==> src/rtl/io_sequencer_if.sv <==
// Bus between the control unit / board I/O and the I/O sequencer.
// The master side drives the instruction and board inputs; the slave side is the sequencer.
interface io_sequencer_if #(
  parameter int DATA_WIDTH = 32,
  parameter int SW_WIDTH   = 18
);
  logic [1:0]            op_io;
  logic                  halt;
  logic                  button;
  logic [SW_WIDTH-1:0]   switches;
  logic [DATA_WIDTH-1:0] data_out;
  logic                  stall;
  logic [DATA_WIDTH-1:0] read_data;
  logic                  read_valid;
  logic [DATA_WIDTH-1:0] disp_value;
  logic                  disp_update;
  logic                  halted;

  modport master (
    output op_io, halt, button, switches, data_out,
    input  stall, read_data, read_valid, disp_value, disp_update, halted
  );

  modport slave (
    input  op_io, halt, button, switches, data_out,
    output stall, read_data, read_valid, disp_value, disp_update, halted
  );
endinterface

==> src/rtl/io_sequencer.sv <==
// Sequences IN/OUT/HLT instructions: stalls the PC for a fresh button press on IN,
// latches the display value on OUT (optionally holding the PC) and tracks halt state.
module io_sequencer #(
  parameter int DATA_WIDTH = 32,
  parameter int SW_WIDTH   = 18,
  parameter int OUT_HOLD   = 2
) (
  input logic           clock,
  input logic           reset,
  io_sequencer_if.slave bus
);

  localparam logic [1:0] OP_IN  = 2'b01;
  localparam logic [1:0] OP_OUT = 2'b10;
  localparam int         CNT_W  = (OUT_HOLD < 1) ? 1 : $clog2(OUT_HOLD + 1);
  localparam logic [CNT_W-1:0] HOLD_MAX = CNT_W'(OUT_HOLD);
  localparam bit         HOLD_EN = (OUT_HOLD > 0);

  typedef enum logic [2:0] {
    S_IDLE,
    S_WAIT_RELEASE,
    S_WAIT_PRESS,
    S_CAPTURE,
    S_OUT_HOLD,
    S_HALTED
  } state_t;

  state_t                state;
  logic [CNT_W-1:0]      hold_cnt;
  logic [DATA_WIDTH-1:0] read_data;
  logic [DATA_WIDTH-1:0] disp_value;
  logic                  read_valid;
  logic                  disp_update;
  logic                  halted;
  logic                  stall;
  logic                  is_in;
  logic                  is_out;

  assign is_in  = (bus.op_io == OP_IN);
  assign is_out = (bus.op_io == OP_OUT);

  // The wait states stall only while the IN is still being issued, so an abort
  // releases the PC in the same cycle.
  always_comb begin
    stall = 1'b0;
    case (state)
      S_IDLE:         stall = bus.halt || is_in || (is_out && HOLD_EN);
      S_WAIT_RELEASE: stall = is_in;
      S_WAIT_PRESS:   stall = is_in;
      S_OUT_HOLD:     stall = (hold_cnt != HOLD_MAX);
      S_HALTED:       stall = 1'b1;
      default:        stall = 1'b0;
    endcase
  end

  always_ff @(posedge clock) begin
    if (reset) begin
      state       <= S_IDLE;
      hold_cnt    <= '0;
      read_data   <= '0;
      disp_value  <= '0;
      read_valid  <= 1'b0;
      disp_update <= 1'b0;
      halted      <= 1'b0;
    end else begin
      read_valid  <= 1'b0;
      disp_update <= 1'b0;
      case (state)
        S_IDLE: begin
          if (bus.halt) begin
            state  <= S_HALTED;
            halted <= 1'b1;
          end else if (is_in) begin
            // A button already held must be released first so one press gives one capture
            state <= bus.button ? S_WAIT_RELEASE : S_WAIT_PRESS;
          end else if (is_out) begin
            disp_value  <= bus.data_out;
            disp_update <= 1'b1;
            if (HOLD_EN) begin
              hold_cnt <= CNT_W'(1);
              state    <= S_OUT_HOLD;
            end
          end
        end
        S_WAIT_RELEASE: begin
          if (!is_in)
            state <= S_IDLE;
          else if (!bus.button)
            state <= S_WAIT_PRESS;
        end
        S_WAIT_PRESS: begin
          if (!is_in) begin
            state <= S_IDLE;
          end else if (bus.button) begin
            state      <= S_CAPTURE;
            read_data  <= DATA_WIDTH'(bus.switches);
            read_valid <= 1'b1;
          end
        end
        S_CAPTURE: begin
          state <= S_IDLE;
        end
        S_OUT_HOLD: begin
          if (hold_cnt == HOLD_MAX) begin
            hold_cnt <= '0;
            state    <= S_IDLE;
          end else begin
            hold_cnt <= hold_cnt + CNT_W'(1);
          end
        end
        S_HALTED: begin
          state  <= S_HALTED;
          halted <= 1'b1;
        end
        default: begin
          state <= S_IDLE;
        end
      endcase
    end
  end

  assign bus.stall       = stall;
  assign bus.read_data   = read_data;
  assign bus.read_valid  = read_valid;
  assign bus.disp_value  = disp_value;
  assign bus.disp_update = disp_update;
  assign bus.halted      = halted;

endmodule

==> src/flat_wrapper.sv <==
// flat-port wrapper written by rule: the top's interface ports become plain ports
module io_sequencer_flat 
#(
  parameter int DATA_WIDTH = 32,
  parameter int SW_WIDTH   = 18,
  parameter int OUT_HOLD   = 2
)
  (clock, reset, bus_op_io, bus_halt, bus_button, bus_switches, bus_data_out, bus_stall, bus_read_data, bus_read_valid, bus_disp_value, bus_disp_update, bus_halted);
  io_sequencer_if #(.DATA_WIDTH(DATA_WIDTH), .SW_WIDTH(SW_WIDTH)) bus_i ();
  input logic clock;
  input logic reset;
  input wire logic [$bits(bus_i.op_io)-1:0] bus_op_io;
  input wire logic [$bits(bus_i.halt)-1:0] bus_halt;
  input wire logic [$bits(bus_i.button)-1:0] bus_button;
  input wire logic [$bits(bus_i.switches)-1:0] bus_switches;
  input wire logic [$bits(bus_i.data_out)-1:0] bus_data_out;
  output wire logic [$bits(bus_i.stall)-1:0] bus_stall;
  output wire logic [$bits(bus_i.read_data)-1:0] bus_read_data;
  output wire logic [$bits(bus_i.read_valid)-1:0] bus_read_valid;
  output wire logic [$bits(bus_i.disp_value)-1:0] bus_disp_value;
  output wire logic [$bits(bus_i.disp_update)-1:0] bus_disp_update;
  output wire logic [$bits(bus_i.halted)-1:0] bus_halted;
  assign bus_i.op_io = bus_op_io;
  assign bus_i.halt = bus_halt;
  assign bus_i.button = bus_button;
  assign bus_i.switches = bus_switches;
  assign bus_i.data_out = bus_data_out;
  assign bus_stall = bus_i.stall;
  assign bus_read_data = bus_i.read_data;
  assign bus_read_valid = bus_i.read_valid;
  assign bus_disp_value = bus_i.disp_value;
  assign bus_disp_update = bus_i.disp_update;
  assign bus_halted = bus_i.halted;
  io_sequencer #(.DATA_WIDTH(DATA_WIDTH), .SW_WIDTH(SW_WIDTH), .OUT_HOLD(OUT_HOLD)) u_core (.clock(clock), .reset(reset), .bus(bus_i));
endmodule
==> config.mk <==
export PLATFORM = sky130hd
export DESIGN_NAME = io_sequencer_flat
export DESIGN_NICKNAME = d
export VERILOG_FILES = /design/src/rtl/io_sequencer_if.sv /design/src/rtl/io_sequencer.sv /design/src/flat_wrapper.sv
export SDC_FILE = /design/constraint.sdc
export NUM_CORES = 1
export LEC_CHECK = 0
export ABC_AREA = 1
export BUFFER_PORTS_ARGS = -buffer_cell sky130_fd_sc_hd__buf_2
export CAP_MARGIN = 10
export CORE_ASPECT_RATIO = 1.75
export CORE_MARGIN = 8
export CORE_UTILIZATION = 48
export DETAILED_ROUTE_END_ITERATION = 12
export HOLD_SLACK_MARGIN = 0.08
export PLACE_DENSITY = 0.84
export SYNTH_ARGS = -nofsm -noshare
export SYNTH_HDL_FRONTEND = slang
export SYNTH_SLANG_ARGS = --single-unit
==> constraint.sdc <==
create_clock -name clock -period 3.5 [get_ports clock]
set_clock_uncertainty 0.2 [all_clocks]
set_input_delay 0.35 -clock clock [delete_from_list [all_inputs] [get_ports clock]]
set_output_delay 0.35 -clock clock [all_outputs]
set_load 0.01 [all_outputs]
* Word-level counts from Yosys, hierarchy flattened
Cells that the tools add are included.
Word-level totals: output and inout port bits 68, logic and storage cells 61, bits of input ports 56, register bits after elaboration 58
Cells by class: $add $sub $neg 1, bitwise gates (word level) 4, equality and inequality tests 16, reductions and logical operators 13, multiplexer cells 20
Operators by type and width (count):
- 2-to-1 mux 3 bit | 8
- one-hot mux 3 bit (5 select lines) | 1
- AND reduction 4 bit | 3
- 2-to-1 mux 2 bit | 5
- inequality test 2 bit (second input constant) | 4
- == test 3 bit (second input constant) | 2
- inequality test 3 bit (second input constant) | 2
- == test 2 bit (second input constant) | 2
- inequality test 2 x 1 -> 1 bit (second input constant) | 2
- inequality test 4 x 2 -> 1 bit (second input constant) | 1
- NOT 1 bit | 4
- one-hot mux 1 bit (4 select lines) | 1
- one-hot mux 2 bit (2 select lines) | 1
- nonzero test 2 bit | 2
- OR reduction 4 bit | 1
- == test 3 x 1 -> 1 bit (second input constant) | 1
- == test 3 x 2 -> 1 bit (second input constant) | 1
- zero test 3 bit | 1
- 2-to-1 mux 1 bit | 3
- AND reduction 3 bit | 1
- OR reduction 3 bit | 1
- adder 2 x 1 -> 2 bit (second input constant) | 1
- == test 2 x 1 -> 1 bit (second input constant) | 1
- logical OR 1 bit | 2
- other kinds (3) | 3

* Longest topological paths before layout
Gate-level depths: netlist of run 1.
depth after elaboration 5, gate-level depth with buffers 10, depth with buffers taken out 10

* Least setup slack after synthesis of run 1
No wires, ideal clock.
path kind input port to flip-flop, start point input bus_op_io[1], end point register u_core.disp_value[0], in the netlist u_core.bus.disp_value[0], buffers on the path 1, path slack 1.820 ns, stages on the path 9, library setup time 0.116 ns, data required time 3.184 ns, data arrival time 1.364 ns, cell sequence inv_1 -> ha_1 -> inv_1 -> nand2_1 -> nor3_4 -> inv_2 -> buf_6 -> nor2_1 -> nor2_1
On the way: cells in the longest elaborated chain, start to end 3, elaborated cells on any way between the ends 4, those cells by class 2 x eq/ne; 1 x bitwise; 1 x reduce/logical
RTL lines:
- from (decl) | RTL line flat_wrapper.sv:12 | input wire logic [$bits(bus_i.op_io)-1:0] bus_op_io;
- == test 2 x 1 -> 1 bit | RTL line io_sequencer.sv:39 | assign is_in = (bus.op_io == OP_IN);
- NOT 1 bit (no source line)
- AND reduction 4 bit (no source line) (*)
- to (signal assigned) | RTL line io_sequencer.sv:77 | disp_value <= bus.data_out;
- to (decl) | RTL line io_sequencer.sv:31 | logic [DATA_WIDTH-1:0] disp_value;
Every way passes the cells marked *; elsewhere a longest branch is shown, timed or not. A chain may end at the register's enable or synchronous reset.

==> metrics.md, run 1 <==
| Metric | Value |
|---|---|
| Worst-skew pair later-pin latency | `0.34 ns` |
| Num rows | `34` |
| Post-synth top cells | `78 x nor2_1, 58 x dfxtp_1, 50 x o21ai_0` |
| Fmax | `about 440 MHz` |
| Placer Congestion | `roughly 0.89` |
| DR DRC count | `0` |
| Largest delay share family, worst path | `buffers and inverters` |
| Final Hold Vio Count | `0` |
| R2r startpoint | `u_core.state[0]` |
| Root buffer cell | `clkbuf_8` |
| Critical path peak fanout | `39` |
| Worst path max stage delay | `between 0.7 and 0.8 ns` |
| Minimum clock period | `between 2 and 2.5 ns` |
| Top cell type's share of synthesized area | `a little under half` |
| Area of the core | `4930 sq um` |
| Routed WL | `between 7 and 8 mm` |
| CTS buffer count | `9` |
| Post-CTS setup buffer count | `0` |
| Worst Max-Slew Pin Slew | `0.994 ns` |
| Ys async rst share | `0%` |
| Final worst hold slack | `0.0956 ns` |
| RSZ-0062 raised after global routing | `false` |
| Layout cell share with drive strength beyond 1 | `~29%` |
| DIE HEIGHT | `110 microns` |
| Period utilization | `65.4%` |
| Pins over their slew limit | `0` |
| Area delta synth->final | `45.4%` |
| Post-synth EDFFs | `0` |
| Final setup violation count | `0` |
| Synth area leader | `dfxtp_1` |
| Fin util | `a little under three quarters` |
| P_leak | `1.81 nW` |
| Warnings from Yosys | `0` |
| Initial Util | `between 40% and 50%` |
| Die Area | `7680 sq um` |
| Design Area, Final | `~3500 sq um` |
| Post-synth cell types | `23` |
| Power per Cell Area | `around 570 nW/um^2` |
| 1st-pass router iterations | `4` |
| Grt ovf | `0` |
| Crit path kind | `in -> reg` |
| Buffers & Inverters on Critical Path | `4` |
| Seq/Total Area, Yosys | `a little under half` |
| Vias in the first global route | `between 2,000 and 3,000` |
| Slew headroom | `between 30 and 40%` |
| Placed inst area | `2900 sq um` |
| Post-Syn Area | `2430 sq um` |
| H-tree depth | `3` |
| Synth top area cells | `dfxtp_1 48%, nor2_1 12%, o21ai_0 10%` |
| Initial antenna violation count | `1` |
| Boundary Pins | `around 120` |
| Crit-path cells | `dlygate4sd3_1, buf_2, inv_1, buf_4, o21ai_0, nor2_1` |
| Number of synthesized register bits | `58` |
| Layout Nets | `520` |
| HPWL Detailed | `4.84 mm` |
| Routed Antenna Nets | `0` |
| Setup crit start | `reset` |
| Max_cap viols | `0` |
| First-pass GRT wire length | `around 12 mm` |
| Chip width | `roughly 70 microns` |
| Buffers on Ports | `between 100 and 150` |
| Arrival @ worst endpoint | `approximately 2.4 ns` |
| Worst endpoint required time | `3.56 ns` |
| CP max-delay cell | `inv_1` |
| Via count | `~2,500` |
| Count leader, synth | `nor2_1` |
| Setup TNS | `0 ns` |
| Detailed Route Iter0 Violations | `~110` |
| TritonCTS clock tree | `done` |
| WL/cell | `about 14 microns` |
| Worst IR Drop VDD | `a little over 0.5 mV` |
| CTS sink cnt | `between 50 and 60` |
| CTS Hold Bufs | `38` |
| Final Power | `~0.0020 W` |
| GRT Util Overall | `between 10% and 20%` |
| CP Launch Type | `input port` |
| Post-synth top flop | `dfxtp_1` |
| Clk pin slew, worst setup/hold paths | `0.07 ns` |
| Outcome | `finished clean` |
| Critical Path End Type | `register` |
| Post-Syn Instances | `~320` |
| Clock Path Buffers | `2` |
| Worst Hold Class | `in -> reg` |
| Avg Vias per Cell | `between 4 and 5` |
| Largest net degree at the start of global routing | `40` |
| Hold_sp | `bus_switches[11]` |
| Resized cells post-CTS | `0` |
| Mapped Avg Cell Area | `slightly below 8 sq um` |
[state kept, by name (all words and copies together) (netlist names)]
| signal | count |
|---|---|
| u_core.bus.read_data | 18 |
| u_core.state | 3 |
| u_core.bus.read_valid | 1 |
| u_core.bus.disp_value | 32 |
| u_core.hold_cnt | 2 |
| u_core.bus.disp_update | 1 |
| u_core.bus.halted | 1 |
[layout by cell type, fill, tap and decap left out, types with 2 or more instances in the layout]
| master | count |
|---|---|
| buf_2 | 109 |
| nor2_1 | 78 |
| dfxtp_1 | 58 |
| o21ai_0 | 50 |
| dlygate4sd3_1 | 38 |
| inv_1 | 33 |
| a21oi_1 | 20 |
| nand2_1 | 19 |
| conb_1 | 14 |
| clkbuf_8 | 10 |
| nand4_1 | 5 |
| o21ai_1 | 5 |
| nand3_1 | 4 |
| inv_2 | 3 |
| ha_1 | 3 |
| bufinv_16 | 3 |
| nor3_4 | 2 |
| nor2_4 | 2 |
| clkbuf_1 | 2 |
| buf_4 | 2 |
[layout make-up]
type / count / area [sq um]
antenna: 1 / 2.50
fill: 364 / 1410
inverter: 36 / 135
multi-input combinational: 207 / 977
timing repair buffer: 149 / 941
clock buffer: 12 / 145
tap: 54 / 67.6
clock inverter: 4 / 98.8
sequential: 58 / 1160
[worst paths after layout]
kind                                             endpoint  slack (ns)  cells after the start
worst min register to register    u_core.bus.read_data[1]        0.24                      2
worst max-delay path            u_core.bus.disp_value[22]        1.21                      6
worst max register to register  u_core.bus.disp_value[14]        1.54                      7
worst min-delay path             u_core.bus.read_data[11]         0.1                      3
[report_power, final]
part	switching, W	internal, W
logic	0.000280	0.000189
clock network	0.000259	0.000494
registers	0.0000608	0.000732
[per-stage QoR]
step	instances	setup WS (ns)
floorplan	329	1.82
global placement	466	1.31
detailed placement	466	1.29
CTS	520	1.26
global route	521	1.07
finish	521	1.21
[kinds of logic (layout without fill, tap and decap cells)]
logic type,Yosys count,in the layout,synth area share (%)
simple gates,114,114,20.8
compound gates,76,76,15.7
buf+inv,64,201,13.9
flops,58,58,47.8
fa+ha+maj,3,3,1.55
other cells,1,15,0.154
[worst min-delay path, cell delays in order]
cell	delay, ns
buf_2	0.07
o21ai_0	0.07
a21oi_1	0.10
[layer usage]
| layer | GRT usage [%] | up-vias | wire (microns) |
|---|---|---|---|
| li1 | - | 1266 | - |
| met1 | 16.8 | 1129 | 2610 |
| met3 | 8.42 | 29 | 611 |
| met4 | 12.0 | 0 | 303 |
| met2 | 34.5 | 111 | 3960 |
| met5 | 0 | - | 0 |
Note: power is estimated with default switching activity, not from simulation.
==> run 2: changes to the inputs <==
Settings changed: ABC_AREA 1 to 0, CORE_UTILIZATION 48 to 40, PLACE_DENSITY 0.84 to 0.75.
Clock period 3.5 ns to 2 ns, I/O delays scaled along.
==> metrics.md, run 2 <==
| Metric | Value |
|---|---|
| Grt ovf | `0` |
| Commonest non-fill, non-tap cell in the layout | `buf_2` |
| Fmax | `between 500 and 600 MHz` |
| Critical path peak fanout | `7` |
| Routed WL | `7.64 mm` |
| Crit path kind | `reg -> out` |
| Worst endpoint required time | `1.60 ns` |
| Clk pin slew, worst setup/hold paths | `roughly 0.06 ns` |
| Seq/Total Area, Yosys | `around 49%` |
| Post-synth top flop | `dfxtp_1` |
| Count leader, synth | `nand2_1` |
| DR DRC count | `0` |
| Warnings from Yosys | `0` |
| Placer Congestion | `around 0.87` |
| Avg Vias per Cell | `~4.8` |
| Layout cell share with drive strength beyond 1 | `roughly 30%` |
| RSZ-0062 raised after global routing | `false` |
| Register area | `about 1200 sq um` |
| Arrival @ worst endpoint | `approximately 1.5 ns` |
| Most frequent cells in the layout | `109 x buf_2, 103 x nand2_1, 56 x dfxtp_1` |
| Buffers & Inverters on Critical Path | `2` |
| DIE HEIGHT | `118 microns` |
| Outcome | `finished clean` |
| Post-Syn Area | `around 2400 sq um` |
| Max reg flops | `32` |
| Synth area leader | `dfxtp_1` |
| Ys async rst share | `0%` |
| Power per Cell Area | `a little under 900 nW/um^2` |
| Pins over their slew limit | `0` |
| Chip width | `~74 microns` |
| Synth top area cells | `dfxtp_1 49%, nand2_1 16%, a21oi_1 12%` |
| Boundary Pins | `124` |
| Post-synth EDFFs | `0` |
| Initial antenna violation count | `1` |
| Post-synth cell types | `36` |
| CP Launch Type | `register` |
| Area of the core | `approximately 6000 sq um` |
| Largest net degree at the start of global routing | `41` |
| Top cell type's share of synthesized area | `between 40% and 50%` |
| Detailed Route Iter0 Violations | `~260` |
| TritonCTS clock tree | `done` |
| Number of synthesized register bits | `58` |
| Post-CTS setup buffer count | `0` |
| Largest Register | `u_core.bus.disp_value` |
| Largest regs | `u_core.bus.disp_value (32), u_core.bus.read_data (18), u_core.state (3)` |
| Minimum clock period | `1.86 ns` |
| Vias in the first global route | `2,656` |
| WL/cell | `around 14 microns` |
| Clock Path Buffers | `2` |
| Largest delay share family, worst path | `flip-flops` |
| Root buffer cell | `clkbuf_8` |
| H-tree depth | `3` |
| Crit-path cells | `buf_4, nor2_4, o21ai_0, o22ai_1, buf_2` |
| P_leak | `1.61 nW` |
| CTS buffer count | `9` |
| GRT Util Overall | `17.5%` |
| Worst Hold Class | `in -> reg` |
| Combined area of the multi-input logic cells | `between 1000 and 1500 sq um` |
| CTS sink cnt | `58` |
| First-pass GRT wire length | `11.9 mm` |
| CP max-delay cell | `dfxtp_2` |
| Area delta synth->final | `51.4%` |
| Max_cap viols | `0` |
| Worst path max stage delay | `between 0.3 and 0.4 ns` |
| Worst-skew pair later-pin latency | `about 0.33 ns` |
| 1st-pass router iterations | `5` |
| Layout Nets | `about 510` |
| Initial Util | `roughly 40%` |
| Die Area | `a little under 9000 sq um` |
| Num rows | `37` |
| Mapped Avg Cell Area | `a little over 8 sq um` |
| Post-synth top cells | `103 x nand2_1, 58 x dfxtp_1, 55 x a21oi_1` |
| HPWL Detailed | `around 5 mm` |
| Buffers on Ports | `roughly 110` |
| Final Hold Vio Count | `0` |
| Critical Path End Type | `output pin` |
| Final Power | `between 0.003 and 0.004 W` |
| Final setup violation count | `0` |
| Setup TNS | `0 ns` |
| Post-Syn Instances | `~300` |
| Via count | `2,571` |
| Fillcell total | `slightly below 500` |
| Period utilization | `93.2%` |
| Worst IR Drop VDD | `between 0.5 and 0.6 mV` |
| Routed Antenna Nets | `0` |
-- run 2: changes by cell type after synthesis, moves of 4 or more --
| cell | previous run | this run |
|---|---|---|
| nand4_1 | 5 | 1 |
| clkbuf_1 | 5 | 9 |
| nor2_1 | 78 | 5 |
| o21ai_1 | 5 | 0 |
| nand2_1 | 19 | 103 |
| o21ai_0 | 50 | 2 |
| inv_1 | 33 | 5 |
| a21oi_1 | 20 | 55 |
-- run 2: path summary, 6_finish.rpt --
path | depth (start not counted) | to | start | slack [ns]
setup / recovery | 5 | bus_stall | u_core.state[0] | 0.14
hold / removal | 2 | u_core.bus.read_data[8] | reset | 0.1
setup reg to reg | 4 | u_core.state[0] | u_core.state[2] | 0.20
hold reg to reg | 2 | u_core.bus.disp_value[21] | u_core.bus.disp_value[21] | 0.25
-- run 2: final cells by class --
class	count	area share [%]
multi-input combinational	214	28.9
sequential	58	32.2
antenna	1	0.0692
tap	78	2.70
timing repair buffer	166	31.1
clock buffer	13	4.12
inverter	5	0.519
clock inverter	3	0.415
-- run 2: cell families after synthesis --
| kind of cell | after synthesis | share of synthesized area, % |
|---|---|---|
| AND/OR/NAND/NOR | 126 | 23.1 |
| AO/OA/AOI/OAI | 70 | 16.6 |
| flip-flops | 58 | 48.6 |
| buffers and inverters | 37 | 9.64 |
| adder cells (fa/ha/maj) | 3 | 1.57 |
| XOR/XNOR | 1 | 0.367 |
| other | 1 | 0.157 |
-- run 2: routing by layer --
| metal | routed length (microns) | GRT usage, % | vias up |
|---|---|---|---|
| met4 | 420 | 15.8 | 0 |
| met3 | 432 | 3.81 | 31 |
| li1 | - | - | 1260 |
| met2 | 4080 | 30.9 | 106 |
| met1 | 2710 | 15.4 | 1174 |
| met5 | 0 | 0 | - |
-- run 2: power breakdown --
group / total, W / switching (W) / internal (W)
clock: 0.000909 / 0.000432 / 0.000478
combinational: 0.000849 / 0.000435 / 0.000414
sequential: 0.00137 / 0.000111 / 0.00125
total: 0.00312 / 0.000978 / 0.00215
-- run 2: per-stage QoR --
step / instances / setup WS, ns / instance area [sq um] / util (%) / hold slack (ns)
4_1_cts: 537 / 0.0359 / 3610 / 61.9 / 0.0823
5_1_grt: 538 / 0.0481 / 3620 / 62.0 / 0.0928
3_3_place_gp: 471 / 0.293 / 2950 / 50.5 / 0.239
6_report: 538 / 0.137 / 3620 / 62.0 / 0.0990
2_1_floorplan: 309 / 0.377 / 2440 / - / 0.136
3_5_place_dp: 471 / 0.236 / 2950 / 50.5 / 0.243
-- run 2: what timing repair did --
item,in CTS,in global routing
endpoints found under the setup margin,0,1
endpoints found under the hold margin,50,0
resized for setup,0,2
hold buffers,50,0
